===== config.mk =====
export PLATFORM = sky130hd
export DESIGN_NAME = cp0_exception_unit
export DESIGN_NICKNAME = d
export VERILOG_FILES = /design/src/rtl/cp0_exception_unit_pkg.sv /design/src/rtl/cp0_int_sync.sv /design/src/rtl/cp0_exception_unit.sv
export SDC_FILE = /design/constraint.sdc
export NUM_CORES = 1
export LEC_CHECK = 0
export ABC_AREA = 0
export BUFFER_PORTS_ARGS = -buffer_cell sky130_fd_sc_hd__buf_2
export CAP_MARGIN = 0
export CORE_MARGIN = 4
export CORE_UTILIZATION = 30
export CTS_BUF_LIST = sky130_fd_sc_hd__clkbuf_16
export CTS_CLUSTER_SIZE = 25
export DETAILED_ROUTE_END_ITERATION = 12
export GPL_ROUTABILITY_DRIVEN = 0
export PLACE_DENSITY = 0.59
export REMOVE_ABC_BUFFERS = 1
export SLEW_MARGIN = 20
export SYNTH_ARGS = -nofsm -noshare
export SYNTH_HDL_FRONTEND = slang
export SYNTH_SLANG_ARGS = --single-unit

===== constraint.sdc =====
create_clock -name clk -period 4 [get_ports clk]
set_clock_uncertainty 0.05 [all_clocks]
set_input_delay 0.2 -clock clk [delete_from_list [all_inputs] [get_ports clk]]
set_output_delay 0.2 -clock clk [all_outputs]
set_load 0.01 [all_outputs]

===== src/rtl/cp0_exception_unit_pkg.sv =====
// Shared CP0 definitions: register numbers, exception codes, register bit positions, sequencer states.
package cp0_exception_unit_pkg;

    localparam logic [4:0] CP0_COUNT   = 5'd9;
    localparam logic [4:0] CP0_COMPARE = 5'd11;
    localparam logic [4:0] CP0_STATUS  = 5'd12;
    localparam logic [4:0] CP0_CAUSE   = 5'd13;
    localparam logic [4:0] CP0_EPC     = 5'd14;

    localparam logic [4:0] EXC_INT = 5'd0;
    localparam logic [4:0] EXC_SYS = 5'd8;
    localparam logic [4:0] EXC_RI  = 5'd10;

    localparam int STATUS_IE     = 0;
    localparam int STATUS_EXL    = 1;
    localparam int CAUSE_EXC_LSB = 2;
    localparam int CAUSE_IP2     = 10;
    localparam int CAUSE_TI      = 30;

    typedef enum logic [1:0] {
        ST_IDLE          = 2'd0,
        ST_REDIRECT_TRAP = 2'd1,
        ST_REDIRECT_RET  = 2'd2
    } state_t;

endpackage


===== src/rtl/cp0_int_sync.sv =====
// Multi-flop synchronizer for the asynchronous external interrupt level.
// Latency STAGES cycles; no backpressure, short pulses may be dropped.
module cp0_int_sync #(
    parameter int STAGES = 2
) (
    input  logic clk,
    input  logic rst,
    input  logic din,
    output logic dout
);

    logic [STAGES-1:0] sr;

    always_ff @(posedge clk or posedge rst) begin
        if (rst) begin
            sr <= '0;
        end else begin
            sr <= {sr[STAGES-2:0], din};
        end
    end

    assign dout = sr[STAGES-1];

endmodule


===== src/rtl/cp0_exception_unit.sv =====
// CP0 register file plus trap/ERET sequencer: flush in the take cycle, redirect the next cycle.
// MFC0 reads are combinational; a stalled ID instruction has no architectural effect.
module cp0_exception_unit
    import cp0_exception_unit_pkg::*;
#(
    parameter logic [31:0] HANDLER_ADDR = 32'h0000_0100,
    parameter int          SYNC_STAGES  = 2
) (
    input  logic        clk,
    input  logic        rst,
    input  logic        ext_int,
    input  logic        id_valid,
    input  logic        id_stall,
    input  logic        exc_syscall,
    input  logic        exc_ri,
    input  logic        eret,
    input  logic        mtc0_en,
    input  logic [4:0]  cp_addr_r,
    input  logic [31:0] cp_Gdata,
    input  logic [31:0] cp0_return_addr,
    output logic [31:0] cp_Cdata,
    output logic        epc_ctrl,
    output logic [31:0] epc,
    output logic        flush
);

    logic        ie;
    logic        exl;
    logic        ti;
    logic        ip2;
    logic [4:0]  exc_code;
    logic [31:0] epc_r;
    logic [31:0] count;
    logic [31:0] compare;
    state_t      state;
    state_t      state_nxt;

    logic        ok;
    logic        int_pend;
    logic        take_trap;
    logic        take_eret;
    logic        wr_en;
    logic [4:0]  trap_code;

    cp0_int_sync #(.STAGES(SYNC_STAGES)) u_int_sync (
        .clk  (clk),
        .rst  (rst),
        .din  (ext_int),
        .dout (ip2)
    );

    // rst gates ok so the take-cycle flush is also forced low while reset is held.
    always_comb begin
        ok        = id_valid & ~id_stall & (state == ST_IDLE) & ~rst;
        int_pend  = (ip2 | ti) & ie & ~exl;
        take_trap = ok & (exc_ri | exc_syscall | int_pend);
        take_eret = ok & eret & ~take_trap;
        wr_en     = ok & mtc0_en & ~take_trap & ~eret;
        if (exc_ri) begin
            trap_code = EXC_RI;
        end else if (exc_syscall) begin
            trap_code = EXC_SYS;
        end else begin
            trap_code = EXC_INT;
        end
    end

    always_ff @(posedge clk or posedge rst) begin
        if (rst) begin
            state <= ST_IDLE;
        end else begin
            state <= state_nxt;
        end
    end

    always_comb begin
        state_nxt = state;
        epc_ctrl  = 1'b0;
        epc       = '0;
        flush     = 1'b0;
        case (state)
            ST_IDLE: begin
                if (take_trap) begin
                    state_nxt = ST_REDIRECT_TRAP;
                    flush     = 1'b1;
                end else if (take_eret) begin
                    state_nxt = ST_REDIRECT_RET;
                    flush     = 1'b1;
                end
            end
            ST_REDIRECT_TRAP: begin
                epc_ctrl  = 1'b1;
                epc       = HANDLER_ADDR;
                flush     = 1'b1;
                state_nxt = ST_IDLE;
            end
            ST_REDIRECT_RET: begin
                epc_ctrl  = 1'b1;
                epc       = epc_r;
                flush     = 1'b1;
                state_nxt = ST_IDLE;
            end
            default: state_nxt = ST_IDLE;
        endcase
    end

    always_ff @(posedge clk or posedge rst) begin
        if (rst) begin
            ie       <= 1'b0;
            exl      <= 1'b0;
            ti       <= 1'b0;
            exc_code <= '0;
            epc_r    <= '0;
            count    <= '0;
            compare  <= 32'hFFFF_FFFF;
        end else begin
            if (wr_en && cp_addr_r == CP0_COUNT) begin
                count <= cp_Gdata;
            end else begin
                count <= count + 32'd1;
            end

            if (wr_en && cp_addr_r == CP0_COMPARE) begin
                compare <= cp_Gdata;
                ti      <= 1'b0;
            end else if (count == compare) begin
                ti <= 1'b1;
            end

            // A nested trap keeps the original EPC so the outer handler can still return.
            if (take_trap) begin
                exc_code <= trap_code;
                exl      <= 1'b1;
                if (!exl) begin
                    epc_r <= cp0_return_addr;
                end
            end else if (take_eret) begin
                exl <= 1'b0;
            end else if (wr_en) begin
                case (cp_addr_r)
                    CP0_STATUS: begin
                        ie  <= cp_Gdata[STATUS_IE];
                        exl <= cp_Gdata[STATUS_EXL];
                    end
                    CP0_EPC: epc_r <= cp_Gdata;
                    default: ;
                endcase
            end
        end
    end

    always_comb begin
        cp_Cdata = '0;
        case (cp_addr_r)
            CP0_STATUS: begin
                cp_Cdata[STATUS_IE]  = ie;
                cp_Cdata[STATUS_EXL] = exl;
            end
            CP0_CAUSE: begin
                cp_Cdata[CAUSE_EXC_LSB +: 5] = exc_code;
                cp_Cdata[CAUSE_IP2]          = ip2;
                cp_Cdata[CAUSE_TI]           = ti;
            end
            CP0_EPC:     cp_Cdata = epc_r;
            CP0_COUNT:   cp_Cdata = count;
            CP0_COMPARE: cp_Cdata = compare;
            default:     cp_Cdata = '0;
        endcase
    end

endmodule

==> results of run 1 <==
sequential cells by signal, indices dropped and copies added, names as in the netlist:
signal	count
compare	32
count	32
epc_r	32
exc_code	2
state	2
u_int_sync.sr	2
exl	1
ie	1
ti	1
critical path, cell delays in order (launching register included):
cell and delay [ps]:
dfrtp_1 420, inv_1 100, ha_1 190, nor4bb_1 220
buf_4 210, o2111ai_1 300, nor3_4 710, buf_12 270
o21ai_0 130
metal layers:
layer / routed length [um] / GRT usage, % / share of wire, %
met4: 168 / 3.56 / 0.90
met5: 0 / 0 / 0
met3: 1080 / 3.65 / 5.7
met1: 9030 / 22.6 / 48
met2: 8460 / 24.3 / 45
final cells by class:
class / instances / area, um2 / area share (%)
clock buffer: 9 / 225 / 2.94
clock inverter: 7 / 88.8 / 1.16
inverter: 9 / 36.3 / 0.474
multi-input combinational: 461 / 3450 / 45.1
sequential: 105 / 2670 / 34.8
tap: 270 / 338 / 4.41
timing repair buffer: 158 / 846 / 11.0
cells by family (layout without fill, tap and decap cells):
family | Yosys count | count (layout) | synth area share (%)
compound gates | 72 | 72 | 6.25
xor+xnor | 62 | 62 | 8.61
fa+ha+maj | 5 | 5 | 0.991
buf+inv | 49 | 183 | 3.51
flops | 105 | 105 | 42.3
mux | 131 | 131 | 22.7
simple gates | 191 | 191 | 15.6
power by group:
| part | switching, uW | total (uW) | internal, uW |
|---|---|---|---|
| clock network | 421 | 966 | 545 |
| registers | 185 | 1470 | 1290 |
| logic | 446 | 828 | 382 |
| total | 1050 | 3270 | 2210 |
per-stage QoR:
| step | hold WS (ps) | area [um2] | setup slack (ps) |
|---|---|---|---|
| 2_1_floorplan | 181 | 6120 | 272 |
| 3_3_place_gp | 261 | 7320 | 1410 |
| 3_5_place_dp | 262 | 7320 | 1240 |
| 4_1_cts | 16.0 | 7660 | 1230 |
| 5_1_grt | 17.2 | 7660 | 1040 |
| 6_report | 23.9 | 7660 | 1260 |
synth_stat cells, types with 3 or more instances:
cell type   n
mux2_2     96
nand2_1    79
dfrtp_1    73
o21ai_0    53
xnor2_1    48
and3_1     33
mux2i_1    33
dfstp_2    32
clkbuf_1   23
nand4_1    19
nor2_1     18
xor2_1     14
buf_2      10
nand3_1    10
inv_1       9
nor4_1      8
o21ai_1     7
a221o_1     5
ha_1        5
a21oi_1     4
nor3_1      4
buf_1       3
nor2b_1     3
what timing repair did:
action,in CTS,in global routing
setup endpoints to repair,0,0
setup buffers,0,0
hold buffers,2,0
gates resized for setup,0,0
endpoints found under the hold margin,40,0
final timing paths:
path                       slack, ps  cells past startpoint                          to
hold / removal                    20                      3         count[21]$_DFF_PP0_
setup reg to reg                1260                      8         count[27]$_DFF_PP0_
max in group asynchronous       2510                      4     compare[27]$_DFFE_PP1P_
min in group asynchronous        460                      3        state[1]$_DFFE_PP0P_
setup / recovery                1260                      8         count[27]$_DFF_PP0_
hold reg to reg                  300                      0  u_int_sync.sr[1]$_DFF_PP0_
==> flow_metrics.env, run 1 <==
export IMPL_syn_inst=615
export IMPL_antenna_found_initial=0
export IMPL_cts_buffers=9
export IMPL_synth_top_area_share_pct=29.0
export IMPL_status="finished, final reports clean"
export IMPL_drive_above_1_share_pct=41.4
export IMPL_routed_wl_mm=18.7
export IMPL_dp_hpwl_mm=13.4
export IMPL_p_per_area_nw_per_um2=427
export IMPL_min_period_over_period_pct=68.5
export IMPL_dp_cells=1001
export IMPL_synthesis_area_um2=6310
export IMPL_port_buffers=143
export IMPL_ys_seq_area_share_pct=42.3
export IMPL_core_area_um2=20400
export IMPL_drv_slew=0
export IMPL_hp_class="input port to register"
export IMPL_setup_viol=0
export IMPL_area_delta_synth_final_pct=21.3
export IMPL_ys_types=41
export IMPL_die_y_um=153
export IMPL_required_ps=4180
export IMPL_worst_pin_slew_ps=954
export IMPL_num_antenna_cells=0
export IMPL_postRouteAntennaNets=0
export IMPL_peakVddDrop_uv=314
export IMPL_fillers=2076
export IMPL_min_period_ps=2740
export IMPL_final_hold_violation_count=0
export IMPL_grt_overflow_total=0
export IMPL_grt_max_degree=52
export IMPL_rr_startpoint="state[0]$_DFFE_PP0P_"
export IMPL_synthTopCellsByArea="dfrtp_1 (29%), mux2_2 (17%), dfstp_2 (13%)"
export IMPL_total_power_uw=3270
export IMPL_path_clk_slew_ps=70
export IMPL_track_usage_pct=15.8
export IMPL_via_per_inst=4.89
export IMPL_critical_path_class="register to register"
export IMPL_syn_avg_cell_area_um2=10.3
export IMPL_drc_errors=0
export IMPL_tns_ps=0
export IMPL_wl_per_cell_um=18.4
export IMPL_clock_path_buffers=2
export IMPL_io_pins=144
export IMPL_ys_ff_latch=105
export IMPL_grt_pass1_vias=5032
export IMPL_insertion_delay_ps=370
export IMPL_grt_pass1_wl_mm=29.2
export IMPL_htree_levels=3
export IMPL_utilization_pct=37.5
export IMPL_firstDrtPassIters=4
export IMPL_synthFlopType="dfrtp_1"
export IMPL_initial_core_util_pct=30.9
export IMPL_async_flop_share_pct=100
export IMPL_final_cell_mix="buf_2 (143), mux2_2 (96), nand2_1 (79)"
export IMPL_cp_max_fo=36
export IMPL_clock_fmax_ghz=0.365
export IMPL_rsz0062_at_grt="false"
export IMPL_min_delay_start="cp_Gdata[21]"
export IMPL_die_area_um2=23400
export IMPL_yosysWarnings=0
export IMPL_rows=52
export IMPL_start_kind="register"
export IMPL_crit_start="state[0]$_DFFE_PP0P_"
export IMPL_cts_tree="built"
export IMPL_p_leak_uw=0.00347
export IMPL_synth_edff_count=0
export IMPL_drtIter0Drc=258
export IMPL_critPathCaptureType="register"
export IMPL_yosysTopAreaCell="dfrtp_1"
export IMPL_vias=4979
export IMPL_cap_violations=0
export IMPL_die_w_um=153
export IMPL_final_common_cell="buf_2"
export IMPL_fin_nets=827
export IMPL_clock_sinks=105
export IMPL_finalNonFillerCells=1019
export IMPL_cp_data_arrival_time_ps=2920
export IMPL_root_buffer="clkbuf_16"
export IMPL_slew_headroom_pct=35.5
No activity file was read; power rests on OpenSTA's default activity.
==> inputs of run 2 (changes only) <==
PLACE_DENSITY = 0.61   (was 0.59)
clock period = 2.45 ns   (was 4 ns; I/O delays follow)
==> flow_metrics.env, run 2 (synthesized netlist as in run 1, its figures left out) <==
export IMPL_grt_pass1_wl_mm=30.1
export IMPL_grt_max_degree=49
export IMPL_p_leak_uw=0.00369
export IMPL_drv_slew=0
export IMPL_drc_errors=0
export IMPL_fillers=2064
export IMPL_cap_violations=0
export IMPL_drtIter0Drc=211
export IMPL_largestRegisters="compare: 32 flops, count: 32 flops, epc_r: 32 flops"
export IMPL_min_period_over_period_pct=94.7
export IMPL_route_met3_wl_mm=1.01
export IMPL_firstDrtPassIters=4
export IMPL_min_period_ps=2320
export IMPL_peakVddDrop_uv=792
export IMPL_comb_power_share_pct=26.8
export IMPL_p_per_area_nw_per_um2=658
export IMPL_status="finished, final reports clean"
export IMPL_wl_met1_mm=8.66
export IMPL_clock_sinks=105
export IMPL_die_w_um=153
export IMPL_slew_headroom_pct=48.0
export IMPL_placed_area_um2=7490
export IMPL_critPathCaptureType="register"
export IMPL_via_per_inst=4.83
export IMPL_cts_tree="built"
export IMPL_final_hold_violation_count=0
export IMPL_grt_pass1_vias=5386
export IMPL_cp_max_fo=15
export IMPL_drive_above_1_share_pct=41.0
export IMPL_fin_nets=874
export IMPL_initial_core_util_pct=30.9
export IMPL_postCtsSetupRepairBufs=0
export IMPL_io_pins=144
export IMPL_start_kind="register"
export IMPL_utilization_pct=39.8
export IMPL_required_ps=2680
export IMPL_num_antenna_cells=0
export IMPL_dp_hpwl_mm=14.3
export IMPL_final_cell_mix="buf_2 (143), mux2_2 (96), nand2_1 (79)"
export IMPL_htree_levels=3
export IMPL_whs_ps=15.0
export IMPL_setup_viol=0
export IMPL_insertion_delay_ps=350
export IMPL_root_buffer="clkbuf_16"
export IMPL_area_delta_synth_final_pct=29.0
export IMPL_critical_path_class="register to register"
export IMPL_postRouteAntennaNets=0
export IMPL_hp_class="input port to register"
export IMPL_clock_fmax_ghz=0.431
export IMPL_route_top_layer_used="met4"
export IMPL_internal_power_uw=3680
export IMPL_antenna_found_initial=0
export IMPL_wl_per_cell_um=17.6
export IMPL_grt_overflow_total=0
export IMPL_clkPwrFrac_pct=28.2
export IMPL_port_buffers=143
export IMPL_path_clk_slew_ps=70
export IMPL_cp_data_arrival_time_ps=2550
export IMPL_final_common_cell="buf_2"
export IMPL_track_usage_pct=16.1
export IMPL_total_power_uw=5350
export IMPL_cts_buffers=9
export IMPL_routed_wl_mm=18.8
export IMPL_core_area_um2=20400
export IMPL_route_met2_wl_mm=8.80
export IMPL_power_switching_uw=1670
export IMPL_die_y_um=153
export IMPL_worst_pin_slew_ps=770
export IMPL_sw_frac_of_total_pct=31.2
export IMPL_rows=52
export IMPL_vias=5145
export IMPL_power_frac_seq_pct=45.0
export IMPL_die_area_um2=23400
export IMPL_clock_path_buffers=2
export IMPL_final_area_um2=8140
[run 2: cell count changes in the layout (fill, tap and decap cells not counted), moves of 2 or more]
cell	previous run	this run
inv_1	11	9
buf_4	12	26
dlygate4sd3_1	2	32
buf_12	1	4
clkinv_1	0	3
clkinv_4	2	0
[run 2: power by group through the flow]
stage / sequential, uW / clock [uW] / combinational, uW
finish: 2410 / 1510 / 1430
global route: 2470 / 1630 / 1610
CTS: 2410 / 1570 / 1450
detailed placement: 2440 / 0 / 1400
global placement: 2420 / 0 / 1370
floorplan: 2340 / 0 / 833
[run 2: critical path: stages, from the launching register on]
cell and delay [ps]:
dfrtp_1 420, inv_1 100, ha_1 200, nor4bb_4 240, buf_4 210, o2111ai_4 160, nor3_4 310, buf_12 190
mux2_2 350
[run 2: per-stage QoR]
| stage | worst slack [ps] | TNS (ps) | std cells |
|---|---|---|---|
| 2_1_floorplan | -1280 | -123880 | 575 |
| 3_3_place_gp | -2.80 | -19.8 | 1018 |
| 3_5_place_dp | -100 | -3710 | 1018 |
| 4_1_cts | 52.1 | 0 | 1065 |
| 5_1_grt | -14.0 | -14.0 | 1065 |
| 6_report | 129 | 0 | 1065 |
[run 2: layout make-up]
cell class | instances | area, um2 | share of cell area, %
sequential | 105 | 2670 | 32.8
clock inverter | 6 | 75.1 | 0.922
multi-input combinational | 461 | 3490 | 42.8
inverter | 9 | 36.3 | 0.446
timing repair buffer | 205 | 1310 | 16.1
clock buffer | 9 | 225 | 2.77
tap | 270 | 338 | 4.15
[run 2: metal layers]
| metal | up-vias | global-route usage, % |
|---|---|---|
| met4 | 0 | 3.90 |
| met2 | 141 | 26.4 |
| met3 | 22 | 3.65 |
| met5 | - | 0 |
| met1 | 2460 | 21.5 |
| li1 | 2522 | - |
[run 2: worst paths after layout]
| kind | from | depth (start not counted) | endpoint | slack (ps) |
|---|---|---|---|---|
| max in group asynchronous | rst | 4 | compare[15]$_DFFE_PP1P_ | 1230 |
| worst max register to register | state[0]$_DFFE_PP0P_ | 8 | compare[24]$_DFFE_PP1P_ | 130 |
| worst min-delay path | cp_Gdata[0] | 2 | ie$_DFFE_PP0P_ | 20 |
| worst max-delay path | state[0]$_DFFE_PP0P_ | 8 | compare[24]$_DFFE_PP1P_ | 130 |
| worst min register to register | u_int_sync.sr[0]$_DFF_PP0_ | 0 | u_int_sync.sr[1]$_DFF_PP0_ | 300 |
| min in group asynchronous | rst | 3 | state[1]$_DFFE_PP0P_ | 380 |
[run 2: what timing repair did]
| item | CTS | global route |
|---|---|---|
| hold endpoints to repair | 72 | 0 |
| pin swaps | 1 | 1 |
| resized for setup | 2 | 2 |
| hold buffers | 32 | 0 |
| gates cloned | 0 | 0 |
| setup endpoints to repair | 62 | 55 |
